### src/rtl/kbd_matrix_pkg.sv
// Shared constants and types for the PET keyboard matrix block.
// No ports; imported by the interface, the PIA snoop and the top.
package kbd_matrix_pkg;

    localparam int unsigned KBD_ROW_COUNT         = 10;
    localparam int unsigned KBD_ADDR_WIDTH        = 4;
    localparam int unsigned KBD_COL_WIDTH         = 8;
    localparam int unsigned KBD_ROW_SEL_WIDTH     = 4;
    localparam int unsigned PIA_RS_WIDTH          = 2;
    localparam int unsigned PIA_CR_DDR_ACCESS_BIT = 2;

    // Active-low key image: all ones means no key pressed.
    localparam logic [KBD_COL_WIDTH-1:0] KBD_NO_KEY = 8'hFF;

    typedef logic [KBD_COL_WIDTH-1:0] kbd_row_t;

    // 6520 register select decode.
    typedef enum logic [PIA_RS_WIDTH-1:0] {
        PIA_PORTA = 2'd0,
        PIA_CRA   = 2'd1,
        PIA_PORTB = 2'd2,
        PIA_CRB   = 2'd3
    } pia_rs_e;

endpackage

### src/rtl/kbd_matrix_if.sv
// Bus bundle for kbd_matrix: Wishbone slave port (MCU side), PIA1 snoop inputs
// (CPU side) and the keyboard outputs. Signal names are from the slave's view.
//   slave  : used by kbd_matrix
//   master : used by whatever drives the Wishbone and CPU sides
interface kbd_matrix_if import kbd_matrix_pkg::*; #(
    parameter int unsigned ADDR_WIDTH = KBD_ADDR_WIDTH
);
    logic [ADDR_WIDTH-1:0]    wb_adr_i;
    logic [KBD_COL_WIDTH-1:0] wb_dat_i;
    logic [KBD_COL_WIDTH-1:0] wb_dat_o;
    logic                     wb_we_i;
    logic                     wb_cyc_i;
    logic                     wb_stb_i;
    logic                     wb_ack_o;

    logic                     pia1_cs_i;
    logic [PIA_RS_WIDTH-1:0]  pia_rs_i;
    logic                     cpu_we_i;
    logic                     cpu_strobe_i;
    logic [7:0]               cpu_data_i;

    logic [KBD_COL_WIDTH-1:0] kbd_cols_o;
    logic                     kbd_oe_o;
    logic [3:0]               row_sel_o;

    modport slave (
        input  wb_adr_i, wb_dat_i, wb_we_i, wb_cyc_i, wb_stb_i,
        input  pia1_cs_i, pia_rs_i, cpu_we_i, cpu_strobe_i, cpu_data_i,
        output wb_dat_o, wb_ack_o, kbd_cols_o, kbd_oe_o, row_sel_o
    );

    modport master (
        output wb_adr_i, wb_dat_i, wb_we_i, wb_cyc_i, wb_stb_i,
        output pia1_cs_i, pia_rs_i, cpu_we_i, cpu_strobe_i, cpu_data_i,
        input  wb_dat_o, wb_ack_o, kbd_cols_o, kbd_oe_o, row_sel_o
    );

endinterface

### src/rtl/kbd_matrix_pia_ctrl_snoop.sv
// Passive snoop of CPU writes to a 6520 PIA: captures CRA, CRB and the port A
// output value (row select), and decodes when a port B read should be served
// by us. Reusable for other PIAs that scan a matrix.
//   clk, rst_n    : clock, async active-low reset
//   cs, rs, we    : PIA chip select, register select, CPU write/read
//   strobe, data  : CPU data-valid pulse and write data
//   row_sel       : registered row select
//   row_sel_next  : value row_sel takes at the next edge (write-through path)
//   oe            : combinational port B read enable
module kbd_matrix_pia_ctrl_snoop import kbd_matrix_pkg::*; (
    input  logic                         clk,
    input  logic                         rst_n,
    input  logic                         cs,
    input  logic [PIA_RS_WIDTH-1:0]      rs,
    input  logic                         we,
    input  logic                         strobe,
    input  logic [7:0]                   data,
    output logic [KBD_ROW_SEL_WIDTH-1:0] row_sel,
    output logic [KBD_ROW_SEL_WIDTH-1:0] row_sel_next,
    output logic                         oe
);
    logic [7:0]                   cra_q, cra_d;
    logic [7:0]                   crb_q, crb_d;
    logic [KBD_ROW_SEL_WIDTH-1:0] row_sel_q, row_sel_d;
    logic                         wr;

    assign wr = strobe & cs & we;

    always_comb begin
        cra_d     = cra_q;
        crb_d     = crb_q;
        row_sel_d = row_sel_q;
        if (wr) begin
            unique case (pia_rs_e'(rs))
                PIA_CRA:   cra_d = data;
                PIA_CRB:   crb_d = data;
                // With the DDR-access bit clear the write lands in DDRA instead.
                PIA_PORTA: if (cra_q[PIA_CR_DDR_ACCESS_BIT]) row_sel_d = data[KBD_ROW_SEL_WIDTH-1:0];
                PIA_PORTB: ;
            endcase
        end
    end

    always_ff @(posedge clk or negedge rst_n) begin
        if (!rst_n) begin
            cra_q     <= '0;
            crb_q     <= '0;
            row_sel_q <= '0;
        end else begin
            cra_q     <= cra_d;
            crb_q     <= crb_d;
            row_sel_q <= row_sel_d;
        end
    end

    assign row_sel      = row_sel_q;
    assign row_sel_next = row_sel_d;
    assign oe = cs & ~we & (pia_rs_e'(rs) == PIA_PORTB) & crb_q[PIA_CR_DDR_ACCESS_BIT];

    // Remaining control-register bits are kept for other PIA functions.
    logic unused_cr;
    assign unused_cr = ^{cra_q, crb_q};

endmodule

### src/rtl/kbd_matrix.sv
// PET keyboard matrix image. The MCU writes rows through a Wishbone slave; the
// CPU's PIA1 accesses are snooped to present the selected row on port B.
// Keys are active-low (0 = pressed).
//   sys_clock_i   : system clock
//   sys_reset_n_i : async active-low reset
//   bus           : kbd_matrix_if.slave (Wishbone, PIA1 snoop, keyboard outputs)
module kbd_matrix import kbd_matrix_pkg::*; #(
    parameter int unsigned ROW_COUNT  = KBD_ROW_COUNT,
    parameter int unsigned ADDR_WIDTH = KBD_ADDR_WIDTH
) (
    input logic          sys_clock_i,
    input logic          sys_reset_n_i,
    kbd_matrix_if.slave  bus
);
    kbd_row_t                     rows_q [ROW_COUNT];
    kbd_row_t                     rows_d [ROW_COUNT];
    kbd_row_t                     rd_data;
    kbd_row_t                     dat_q;
    kbd_row_t                     cols_q, cols_d;
    logic                         ack_q;
    logic                         wb_req;
    logic [KBD_ROW_SEL_WIDTH-1:0] row_sel, row_sel_next;

    kbd_matrix_pia_ctrl_snoop u_snoop (
        .clk          (sys_clock_i),
        .rst_n        (sys_reset_n_i),
        .cs           (bus.pia1_cs_i),
        .rs           (bus.pia_rs_i),
        .we           (bus.cpu_we_i),
        .strobe       (bus.cpu_strobe_i),
        .data         (bus.cpu_data_i),
        .row_sel      (row_sel),
        .row_sel_next (row_sel_next),
        .oe           (bus.kbd_oe_o)
    );

    // A request is not accepted in its own ack cycle, so a held stb acks every other cycle.
    assign wb_req = bus.wb_cyc_i & bus.wb_stb_i & ~ack_q;

    always_comb begin
        rows_d  = rows_q;
        rd_data = KBD_NO_KEY;
        // Addresses past the last row match nothing: reads give no-key, writes drop.
        for (int r = 0; r < ROW_COUNT; r++) begin
            if (bus.wb_adr_i == r[ADDR_WIDTH-1:0]) begin
                rd_data = rows_q[r];
                if (wb_req && bus.wb_we_i) rows_d[r] = bus.wb_dat_i;
            end
        end
        // Columns come from next-state values so a same-cycle row write or
        // row-select change is visible one cycle later.
        cols_d = KBD_NO_KEY;
        for (int r = 0; r < ROW_COUNT; r++) begin
            if (row_sel_next == r[KBD_ROW_SEL_WIDTH-1:0]) cols_d = rows_d[r];
        end
    end

    always_ff @(posedge sys_clock_i or negedge sys_reset_n_i) begin
        if (!sys_reset_n_i) begin
            for (int r = 0; r < ROW_COUNT; r++) rows_q[r] <= KBD_NO_KEY;
            ack_q  <= 1'b0;
            dat_q  <= KBD_NO_KEY;
            cols_q <= KBD_NO_KEY;
        end else begin
            rows_q <= rows_d;
            ack_q  <= wb_req;
            if (wb_req && !bus.wb_we_i) dat_q <= rd_data;
            cols_q <= cols_d;
        end
    end

    assign bus.wb_ack_o   = ack_q;
    assign bus.wb_dat_o   = dat_q;
    assign bus.kbd_cols_o = cols_q;
    assign bus.row_sel_o  = row_sel;

endmodule
### src/flat_wrapper.sv
// flat-port wrapper written by rule: the top's interface ports become plain ports
module kbd_matrix_flat import kbd_matrix_pkg::*;
#(
    parameter int unsigned ROW_COUNT  = KBD_ROW_COUNT,
    parameter int unsigned ADDR_WIDTH = KBD_ADDR_WIDTH
)
  (sys_clock_i, sys_reset_n_i, bus_wb_adr_i, bus_wb_dat_i, bus_wb_we_i, bus_wb_cyc_i, bus_wb_stb_i, bus_pia1_cs_i, bus_pia_rs_i, bus_cpu_we_i, bus_cpu_strobe_i, bus_cpu_data_i, bus_wb_dat_o, bus_wb_ack_o, bus_kbd_cols_o, bus_kbd_oe_o, bus_row_sel_o);
  kbd_matrix_if #(.ADDR_WIDTH(ADDR_WIDTH)) bus_i ();
  input logic sys_clock_i;
  input logic sys_reset_n_i;
  input wire logic [$bits(bus_i.wb_adr_i)-1:0] bus_wb_adr_i;
  input wire logic [$bits(bus_i.wb_dat_i)-1:0] bus_wb_dat_i;
  input wire logic [$bits(bus_i.wb_we_i)-1:0] bus_wb_we_i;
  input wire logic [$bits(bus_i.wb_cyc_i)-1:0] bus_wb_cyc_i;
  input wire logic [$bits(bus_i.wb_stb_i)-1:0] bus_wb_stb_i;
  input wire logic [$bits(bus_i.pia1_cs_i)-1:0] bus_pia1_cs_i;
  input wire logic [$bits(bus_i.pia_rs_i)-1:0] bus_pia_rs_i;
  input wire logic [$bits(bus_i.cpu_we_i)-1:0] bus_cpu_we_i;
  input wire logic [$bits(bus_i.cpu_strobe_i)-1:0] bus_cpu_strobe_i;
  input wire logic [$bits(bus_i.cpu_data_i)-1:0] bus_cpu_data_i;
  output wire logic [$bits(bus_i.wb_dat_o)-1:0] bus_wb_dat_o;
  output wire logic [$bits(bus_i.wb_ack_o)-1:0] bus_wb_ack_o;
  output wire logic [$bits(bus_i.kbd_cols_o)-1:0] bus_kbd_cols_o;
  output wire logic [$bits(bus_i.kbd_oe_o)-1:0] bus_kbd_oe_o;
  output wire logic [$bits(bus_i.row_sel_o)-1:0] bus_row_sel_o;
  assign bus_i.wb_adr_i = bus_wb_adr_i;
  assign bus_i.wb_dat_i = bus_wb_dat_i;
  assign bus_i.wb_we_i = bus_wb_we_i;
  assign bus_i.wb_cyc_i = bus_wb_cyc_i;
  assign bus_i.wb_stb_i = bus_wb_stb_i;
  assign bus_i.pia1_cs_i = bus_pia1_cs_i;
  assign bus_i.pia_rs_i = bus_pia_rs_i;
  assign bus_i.cpu_we_i = bus_cpu_we_i;
  assign bus_i.cpu_strobe_i = bus_cpu_strobe_i;
  assign bus_i.cpu_data_i = bus_cpu_data_i;
  assign bus_wb_dat_o = bus_i.wb_dat_o;
  assign bus_wb_ack_o = bus_i.wb_ack_o;
  assign bus_kbd_cols_o = bus_i.kbd_cols_o;
  assign bus_kbd_oe_o = bus_i.kbd_oe_o;
  assign bus_row_sel_o = bus_i.row_sel_o;
  kbd_matrix #(.ROW_COUNT(ROW_COUNT), .ADDR_WIDTH(ADDR_WIDTH)) u_core (.sys_clock_i(sys_clock_i), .sys_reset_n_i(sys_reset_n_i), .bus(bus_i));
endmodule
### config.mk
export PLATFORM = sky130hd
export DESIGN_NAME = kbd_matrix_flat
export DESIGN_NICKNAME = d
export VERILOG_FILES = /design/src/rtl/kbd_matrix_pkg.sv /design/src/rtl/kbd_matrix_if.sv /design/src/rtl/kbd_matrix_pia_ctrl_snoop.sv /design/src/rtl/kbd_matrix.sv /design/src/flat_wrapper.sv
export SDC_FILE = /design/constraint.sdc
export NUM_CORES = 1
export LEC_CHECK = 0
export BUFFER_PORTS_ARGS = -buffer_cell sky130_fd_sc_hd__buf_2
export CAP_MARGIN = 20
export CORE_MARGIN = 8
export CORE_UTILIZATION = 54
export CTS_CLUSTER_SIZE = 24
export DETAILED_ROUTE_END_ITERATION = 10
export PLACE_DENSITY = 0.77
export SLEW_MARGIN = 5
export SYNTH_ARGS = -nofsm -noshare
export SYNTH_HDL_FRONTEND = slang
export SYNTH_HIERARCHICAL = 1
export SYNTH_SLANG_ARGS = --single-unit
### constraint.sdc
create_clock -name sys_clock_i -period 2.82 [get_ports sys_clock_i]
set_input_delay 0.141 -clock sys_clock_i [delete_from_list [all_inputs] [get_ports sys_clock_i]]
set_output_delay 0.141 -clock sys_clock_i [all_outputs]
set_load 0.01 [all_outputs]
* After elaboration in Yosys (flattened, before gate mapping) *
Cells that the tools add are included.

operators by class
  eq/ne operators = 21
  muxes and demuxes = 43
  bitwise logic cells = 9
  reduce and logical (&&, ||, !) cells = 8

operators by type and width
  operator              number
  $mux W8               40
  $eq A4 B3 Y1 const B  8
  $eq A4 B2 Y1 const B  4
  $eq A4 B4 Y1 const B  4
  $mux W4               3
  $eq A4 B1 Y1 const B  2
  $logic_not A4 Y1      2
  $and A1 B1 Y1         7
  $eq A2 B2 Y1 const B  2
  $reduce_and A2 Y1     2
  $eq A2 B1 Y1 const B  1
  $logic_and A1 B1 Y1   2
  $logic_not A2 Y1      1
  $not A1 Y1            2
  $logic_not A1 Y1      1

storage, ports and cells
  register bits after elaboration = 107
  bits of input ports = 30
  output and inout port bits = 22
  logic and storage cells = 97

* Logic depth before layout (Yosys ltp) *
Gate-level depths: netlist of the first run.

  word-level depth = 15
  gate-level depth with buffers = 11
  gate-level depth less buffers = 9

* Modules after synthesis *
The synthesis of the first run kept the hierarchy.

modules (own cells, without submodules)
  module                     times used  cells an instance  area each (um2)  sequential area each (um2)
  kbd_matrix                 1           510                5476.5           2547.4
  kbd_matrix_pia_ctrl_snoop  1           20                 270.3            150.1

* Worst setup path before layout of the first run *
Ideal clock, no wire load.

  kind = flip-flop to flip-flop
  from = reg u_core.u_snoop.cra_q[2]
  to = reg u_core.cols_q[5], in the netlist u_core/bus.kbd_cols_o[5]
  setup time = 0.073 ns
  arrival = 2.647 ns
  setup slack = 0.100 ns
  cell stages (with the launch flop) = 12
  clock period less this slack = 2.720 ns
  path through = dfrtp_1 nor3b_2 nand4_2 mux2_2 clkbuf_1 nand2b_1 or3_1 buf_2 a211oi_1 or4_1 or4_1 a21oi_1

on the way
  longest elaborated chain between the ends = 14
  elaborated cells on any way between the ends = 23
  classes of those cells = eq/ne (9); mux (13); reduce/logical (1)

ends and longest elaborated chain
  element                           RTL line                         RTL
  from (decl)                       kbd_matrix_pia_ctrl_snoop.sv:22  logic [7:0] cra_q, cra_d;
  from (signal assigned)            kbd_matrix_pia_ctrl_snoop.sv:50  cra_q <= cra_d;
  $mux W4 *                         kbd_matrix_pia_ctrl_snoop.sv:38  PIA_PORTA: if (cra_q[PIA_CR_DDR_ACCESS_BIT]) row_sel_d = data[KBD_ROW_SEL_WIDTH-1:0];
  $mux W4 *                         kbd_matrix_pia_ctrl_snoop.sv:34  unique case (pia_rs_e'(rs))
  $mux W4 *                         kbd_matrix_pia_ctrl_snoop.sv:33  if (wr) begin
  named net u_core.row_sel_next[0]  kbd_matrix.sv:22                 logic [KBD_ROW_SEL_WIDTH-1:0] row_sel, row_sel_next;
  $logic_not A4 Y1                  kbd_matrix.sv:54                 if (row_sel_next == r[KBD_ROW_SEL_WIDTH-1:0]) cols_d = rows_d[r];
  $mux W8 (9 in a row)              kbd_matrix.sv:54
  $mux W8 *                         kbd_matrix.sv:54
  named net u_core.cols_d[5]        kbd_matrix.sv:19                 kbd_row_t cols_q, cols_d;
  to (signal assigned)              kbd_matrix.sv:68                 cols_q <= cols_d;
  to (decl)                         kbd_matrix.sv:19

The timed path passes the listed nets; every way through them passes the cells marked *.
A chain may end at the register's enable or synchronous reset.

* Worst setup path after layout of the first run *
Ends and elaborated chain as after synthesis.

==> results.py, run 1 <==
metrics = {
    "detailed_routing": {
        "drt_iter0_markers": 430,
        "antenna_left": 0,
        "first_pass_iters": 5,
        "via_count": 4543,
        "wl_per_cell_um": 21.49,
        "routed_via_density": 6.215,
        "routed_wl_mm": 15.71,
        "drc": 0,
    },
    "grt": {
        "antenna_found_initial": 0,
        "overflow": 0,
        "grt_pass1_wl_mm": 25.12,
        "grt_usage_pct": 22.23,
        "grt_pass1_vias": 4636,
        "grt_max_degree": 44,
    },
    "timing": {
        "period_needed_ps": 2758,
        "finalCritPeriodShare_pct": 97.82,
        "rsz0062_at_grt": "true",
        "hold_viol": 0,
        "tightestPinTransition_ps": 611.4,
        "relSlewSlack_pct": 58.18,
        "drv_slew": 0,
        "fin_worst_skew_ps": 5.037,
        "setup_viol": 0,
        "max_freq_mhz": 362.5,
    },
    "power_and_ir_drop": {
        "powerDensity_mw_per_mm2": 610.3,
        "power.leakage_nw": 3.028,
        "p_switching_w": 0.001243,
        "internal_power_w": 0.002713,
        "power_w": 0.003956,
        "pwr-share-seq_pct": 50.6,
        "pwr-share-comb_pct": 28.6,
        "clockPowerShare_pct": 20.8,
        "swShare_pct": 31.43,
        "vdd_drop_max_uv": 286.7,
    },
    "synth": {
        "synth_area_per_cell_um2": 10.84,
        "synth_cells": 530,
        "yosys_warnings": 6,
        "yosysTopAreaCell": "dfstp_2",
        "synth_edf_count": 0,
        "ys_ff_latch": 103,
        "syn-num-nets": 560,
        "yosysUniqueCellTypes": 57,
        "ys.flop_type": "dfstp_2",
        "synth_top_cell_area_share_pct": 43.89,
        "syn_area_mm2": 0.005747,
        "synth.area.top_cells": "dfstp_2 44%, mux2_2 9.4%, a211oi_1 4.3%",
        "synthArstFlopShare_pct": 100.0,
        "yosysSeqAreaShare_pct": 46.94,
    },
    "outcome": {
        "status": "complete, no violations",
    },
    "critical_path": {
        "arrival_ps": 3060,
        "max_stage_delay_ps": 570,
        "worstPathCellList": "nor3b_2, nand4_2, mux2_2, nand2b_1, or3_4, a211oi_1, or4_1, or4_1, a21oi_1",
        "worstPathRequired_ps": 3120,
        "path_common_cell": "or4_1",
        "worstPathBufferInverterCount": 0,
        "critPathKind": "reg2reg",
        "start_kind": "flip-flop",
        "crit_family": "simple AND/OR/NAND/NOR gates",
        "cp-end-kind": "flip-flop",
        "crit_fanout": 6,
        "slowest_stage": "or4_1",
    },
    "min_path": {
        "hold_class": "in2reg",
    },
    "finish": {
        "layout.nets": 621,
        "fin_util_pct": 62.79,
        "syn2layout_area_growth_pct": 12.80,
        "diodes": 0,
        "layout-drive-gt1-share_pct": 46.05,
        "final_cell_mix": "96 x dfstp_2, 46 x buf_2, 46 x mux2_2",
        "layout_commonest_cell": "dfstp_2",
        "stdcell_count": 731,
    },
    "clock_network": {
        "cts_tree": "yes",
        "clk_latency_ps": 360,
        "numCtsBuffers": 9,
        "cts.sinks": 103,
        "h-tree-depth": 3,
        "clockBufferDepth": 2,
        "path_clk_slew_ps": 90,
        "root_buffer": "clkbuf_8",
    },
    "die": {
        "dieHeight_um": 119.2,
        "ios": 52,
        "die_area_mm2": 0.01420,
        "core_area_mm2": 0.01032,
        "fp-row-count": 37,
        "die_w_um": 119.2,
        "start_util_pct": 55.67,
    },
    "place": {
        "io_buffer_count": 47,
        "gp_congestion": 0.9370,
        "place_hpwl_mm": 12.08,
        "dpl.cell_count": 714,
    },
    "job": {
        "maxCapViolations": 0,
    },
}
[Yosys cell counts, types with 2 or more instances]
cell type	n
a221oi_1	3
nor4b_4	2
buf_4	2
inv_1	20
buf_1	7
nor4b_1	2
buf_6	2
mux2i_1	14
o2bb2ai_1	2
nand2_1	21
buf_2	8
nor3b_1	3
nor4_1	5
clkbuf_1	21
or2_2	3
mux4_2	8
o22ai_1	18
a211oi_1	33
a21o_1	32
dfstp_2	96
and3_1	20
a21oi_1	31
dfrtp_1	7
or4_1	6
nor2_1	41
o22a_1	4
nor3_1	10
mux2_2	48
o21ai_0	16
nand2b_1	6
or3_1	5
nor4_4	3
nand4bb_1	7
[registers in the layout, summed over array words and instances, names as in the netlist]
register / cells
u_core/u_snoop/crb_q: 1
u_core/bus.wb_dat_o: 8
u_core/rows_q: 80
u_core/u_snoop/row_sel: 4
u_core/bus.kbd_cols_o: 8
u_core/u_snoop/cra_q: 1
u_core/bus.wb_ack_o: 1
[through the flow]
| stage | instance area, µm² | setup WS, ps | TNS, ps | hold WS (ps) |
|---|---|---|---|---|
| after global routing | 6482 | -11.62 | -11.62 | 43.29 |
| after floorplan | 5747 | 99.76 | 0 | -154.6 |
| after global placement | 6282 | 101.6 | 0 | 155.1 |
| final | 6482 | 61.62 | 0 | 40.85 |
| after CTS | 6455 | 36.89 | 0 | 27.72 |
| after detailed placement | 6282 | 63.37 | 0 | 169.5 |
[kinds of logic (layout without fill, tap and decap cells)]
kind of cell	after synthesis	in the layout	synth area share (%)
buffers and inverters	61	126	4.572
multiplexers	71	71	15.18
flip-flops	103	103	46.94
AO/OA/AOI/OAI	148	148	17.24
AND/OR/NAND/NOR	147	147	16.07
[repair_timing]
item	in CTS	in global routing
hold buffers	1	0
endpoints found under the hold margin	7	0
endpoints found under the setup margin	0	2
resized for setup	0	4
setup buffers	0	1
[power groups by stage]
stage          clock, W  sequential, W  combinational, W
2_1_floorplan         0        0.00204          0.000662
3_3_place_gp          0        0.00201           0.00108
3_5_place_dp          0        0.00202           0.00110
4_1_cts        0.000845        0.00200           0.00111
5_1_grt        0.000889        0.00203           0.00122
6_report       0.000823        0.00200           0.00113
[path summary, 6_finish.rpt]
| path | startpoint | endpoint | slack [ps] | cells past startpoint |
|---|---|---|---|---|
| min in group asynchronous | sys_reset_n_i | u_core/bus.wb_ack_o$_DFF_PN0_ | 320 | 2 |
| max in group asynchronous | sys_reset_n_i | u_core/rows_q[57]$_DFF_PN1_ | 1660 | 3 |
| min | bus_cpu_data_i[2] | u_core/u_snoop/crb_q[2]$_DFFE_PN0P_ | 40 | 2 |
| max | u_core/u_snoop/cra_q[2]$_DFFE_PN0P_ | u_core/bus.kbd_cols_o[5]$_DFF_PN1_ | 60 | 9 |
| min reg2reg | u_core/bus.wb_dat_o[4]$_DFFE_PN1P_ | u_core/bus.wb_dat_o[4]$_DFFE_PN1P_ | 480 | 2 |
| max reg2reg | u_core/u_snoop/cra_q[2]$_DFFE_PN0P_ | u_core/bus.kbd_cols_o[5]$_DFF_PN1_ | 60 | 9 |
[final cells by class]
cell class	instances	area, µm²
timing repair buffer	91	570.5
multi-input combinational	366	2806
inverter	20	75.07
sequential	103	2698
fill	810	3841
clock buffer	10	137.6
clock inverter	5	25.02
tap	136	170.2
[per-layer routing]
metal / global-route usage, % / share of wire (%) / vias to the layer above
met3: 3.070 / 6.3 / 29
li1: - / - / 2089
met1: 28.21 / 42 / 2233
met4: 9.170 / 2.5 / 0
met5: 0 / 0 / -
met2: 37.41 / 49 / 192
(Power assumes the default switching activity.)
==> inputs of run 2 (changes only) <==
PLACE_DENSITY = 0.88   (was 0.77)
==> results.py, run 2 (synthesized netlist as in run 1, its figures left out) <==
metrics = {
    "timing": {
        "setup_tns_ps": 0,
        "drv_slew": 0,
        "tightestPinTransition_ps": 790.5,
        "hold_viol": 0,
        "rsz0062_at_grt": "false",
        "setup_viol": 0,
        "max_freq_mhz": 361.7,
        "finalWorstSetupSlack_ps": 55.15,
        "period_needed_ps": 2765,
        "finalCritPeriodShare_pct": 98.04,
        "fin_worst_skew_ps": 9.912,
        "relSlewSlack_pct": 47.30,
    },
    "clock_network": {
        "cts_setup_buffers": 0,
        "h-tree-depth": 3,
        "cts.sinks": 103,
        "clk_latency_ps": 370,
        "path_clk_slew_ps": 90,
        "clockBufferDepth": 2,
        "numCtsBuffers": 9,
        "cts_tree": "yes",
        "root_buffer": "clkbuf_8",
    },
    "power_and_ir_drop": {
        "power.leakage_nw": 3.026,
        "vdd_drop_max_uv": 286.8,
        "power_w": 0.004055,
        "powerDensity_mw_per_mm2": 625.0,
    },
    "die": {
        "core_area_mm2": 0.01032,
        "ios": 52,
        "dieHeight_um": 119.2,
        "die_area_mm2": 0.01420,
        "die_w_um": 119.2,
        "start_util_pct": 55.67,
        "fp-row-count": 37,
    },
    "grt": {
        "grt_pass1_vias": 4749,
        "grt_pass1_wl_mm": 25.63,
        "overflow": 0,
        "antenna_found_initial": 0,
        "grt_usage_pct": 22.47,
        "grt_max_degree": 64,
    },
    "place": {
        "dpl_worst_slack_ps": 68.79,
        "placed_cell_area_mm2": 0.006282,
        "place_hpwl_mm": 11.96,
        "io_buffer_count": 47,
        "gp_congestion": 0.9342,
    },
    "detailed_routing": {
        "first_pass_iters": 5,
        "routed_via_density": 6.522,
        "antenna_left": 0,
        "drt_iter0_markers": 582,
        "routed_wl_mm": 16.19,
        "via_count": 4761,
        "drc": 0,
        "wl_per_cell_um": 22.18,
    },
    "critical_path": {
        "cp-end-kind": "flip-flop",
        "path_common_cell": "buf_4",
        "crit_fanout": 9,
        "crit_path_start": "u_core/u_snoop/cra_q[2]$_DFFE_PN0P_",
        "start_kind": "flip-flop",
        "arrival_ps": 3060,
        "critPathKind": "reg2reg",
        "worstPathRequired_ps": 3120,
        "max_stage_delay_ps": 630,
        "slowest_stage": "or4_1",
        "worstPathCellList": "nor3b_2, nand4_2, mux2_2, buf_4, or4_1, buf_4, a211oi_1, nor4_1, nand4bb_1, a21oi_1",
        "r2r-start": "u_core/u_snoop/cra_q[2]$_DFFE_PN0P_",
    },
    "job": {
        "maxCapViolations": 0,
    },
    "finish": {
        "design_area_mm2": 0.006487,
        "nFillCells": 768,
        "layout_commonest_cell": "dfstp_2",
        "top_register": "u_core/rows_q",
        "syn2layout_area_growth_pct": 12.89,
        "layout.nets": 620,
        "diodes": 0,
        "layout-drive-gt1-share_pct": 45.62,
        "final_cell_mix": "96 x dfstp_2, 46 x buf_2, 46 x mux2_2",
        "largest_register_ffs": 80,
    },
    "min_path": {
        "worstHoldStart": "bus_cpu_data_i[2]",
        "hold_class": "in2reg",
    },
    "outcome": {
        "status": "complete, no violations",
    },
}
run 2: what timing repair did:
item	CTS	global route
gates resized for setup	0	4
hold endpoints to repair	7	0
hold buffers	1	0
setup endpoints to repair	0	2
run 2: where the power goes:
part	total, W	internal (W)	switching (W)
logic	0.00115	0.000502	0.000651
registers	0.00200	0.00188	0.000126
clock network	0.000897	0.000405	0.000492
run 2: area by class of cell:
| cell class | instances | area [µm²] | share of cell area (%) |
|---|---|---|---|
| multi-input combinational | 366 | 2804 | 43.22 |
| sequential | 103 | 2698 | 41.58 |
| timing repair buffer | 90 | 563.0 | 8.679 |
| tap | 136 | 170.2 | 2.623 |
| clock buffer | 11 | 131.4 | 2.025 |
| inverter | 20 | 75.07 | 1.157 |
| clock inverter | 4 | 46.29 | 0.7136 |
run 2: stage by stage:
stage	std cells	util, %	hold slack, ps
after global placement	714	60.85	251.9
after CTS	730	62.67	39.57
after floorplan	530	-	-154.6
after global routing	730	62.84	39.83
after detailed placement	714	60.85	264.0
final	730	62.84	48.60
run 2: worst paths after layout:
path / to / cells after the start / slack (ps)
hold reg to reg: u_core/bus.wb_dat_o[4]$_DFFE_PN1P_ / 2 / 490
setup / recovery: u_core/bus.kbd_cols_o[0]$_DFF_PN1_ / 10 / 60
hold / removal: u_core/u_snoop/crb_q[2]$_DFFE_PN0P_ / 2 / 50
max in group asynchronous: u_core/rows_q[76]$_DFF_PN1_ / 3 / 1570
setup reg to reg: u_core/bus.kbd_cols_o[0]$_DFF_PN1_ / 10 / 60
min in group asynchronous: u_core/u_snoop/row_sel[0]$_DFF_PN0_ / 2 / 390
run 2: routing by layer:
layer | vias to the layer above | global-route usage, % | wire length, µm
li1 | 2096 | - | -
met1 | 2313 | 27.55 | 6369
met2 | 300 | 36.74 | 7882
met3 | 52 | 5.291 | 1458
met4 | 0 | 10.59 | 480
met5 | - | 0 | 0
run 2: critical path: cells and delay by family (launching register included):
kind / cells / cell delay (ps)
AO/OA/AOI/OAI: 2 / 320
buffers and inverters: 2 / 390
flip-flops: 1 / 360
multiplexers: 1 / 360
AND/OR/NAND/NOR: 5 / 1280
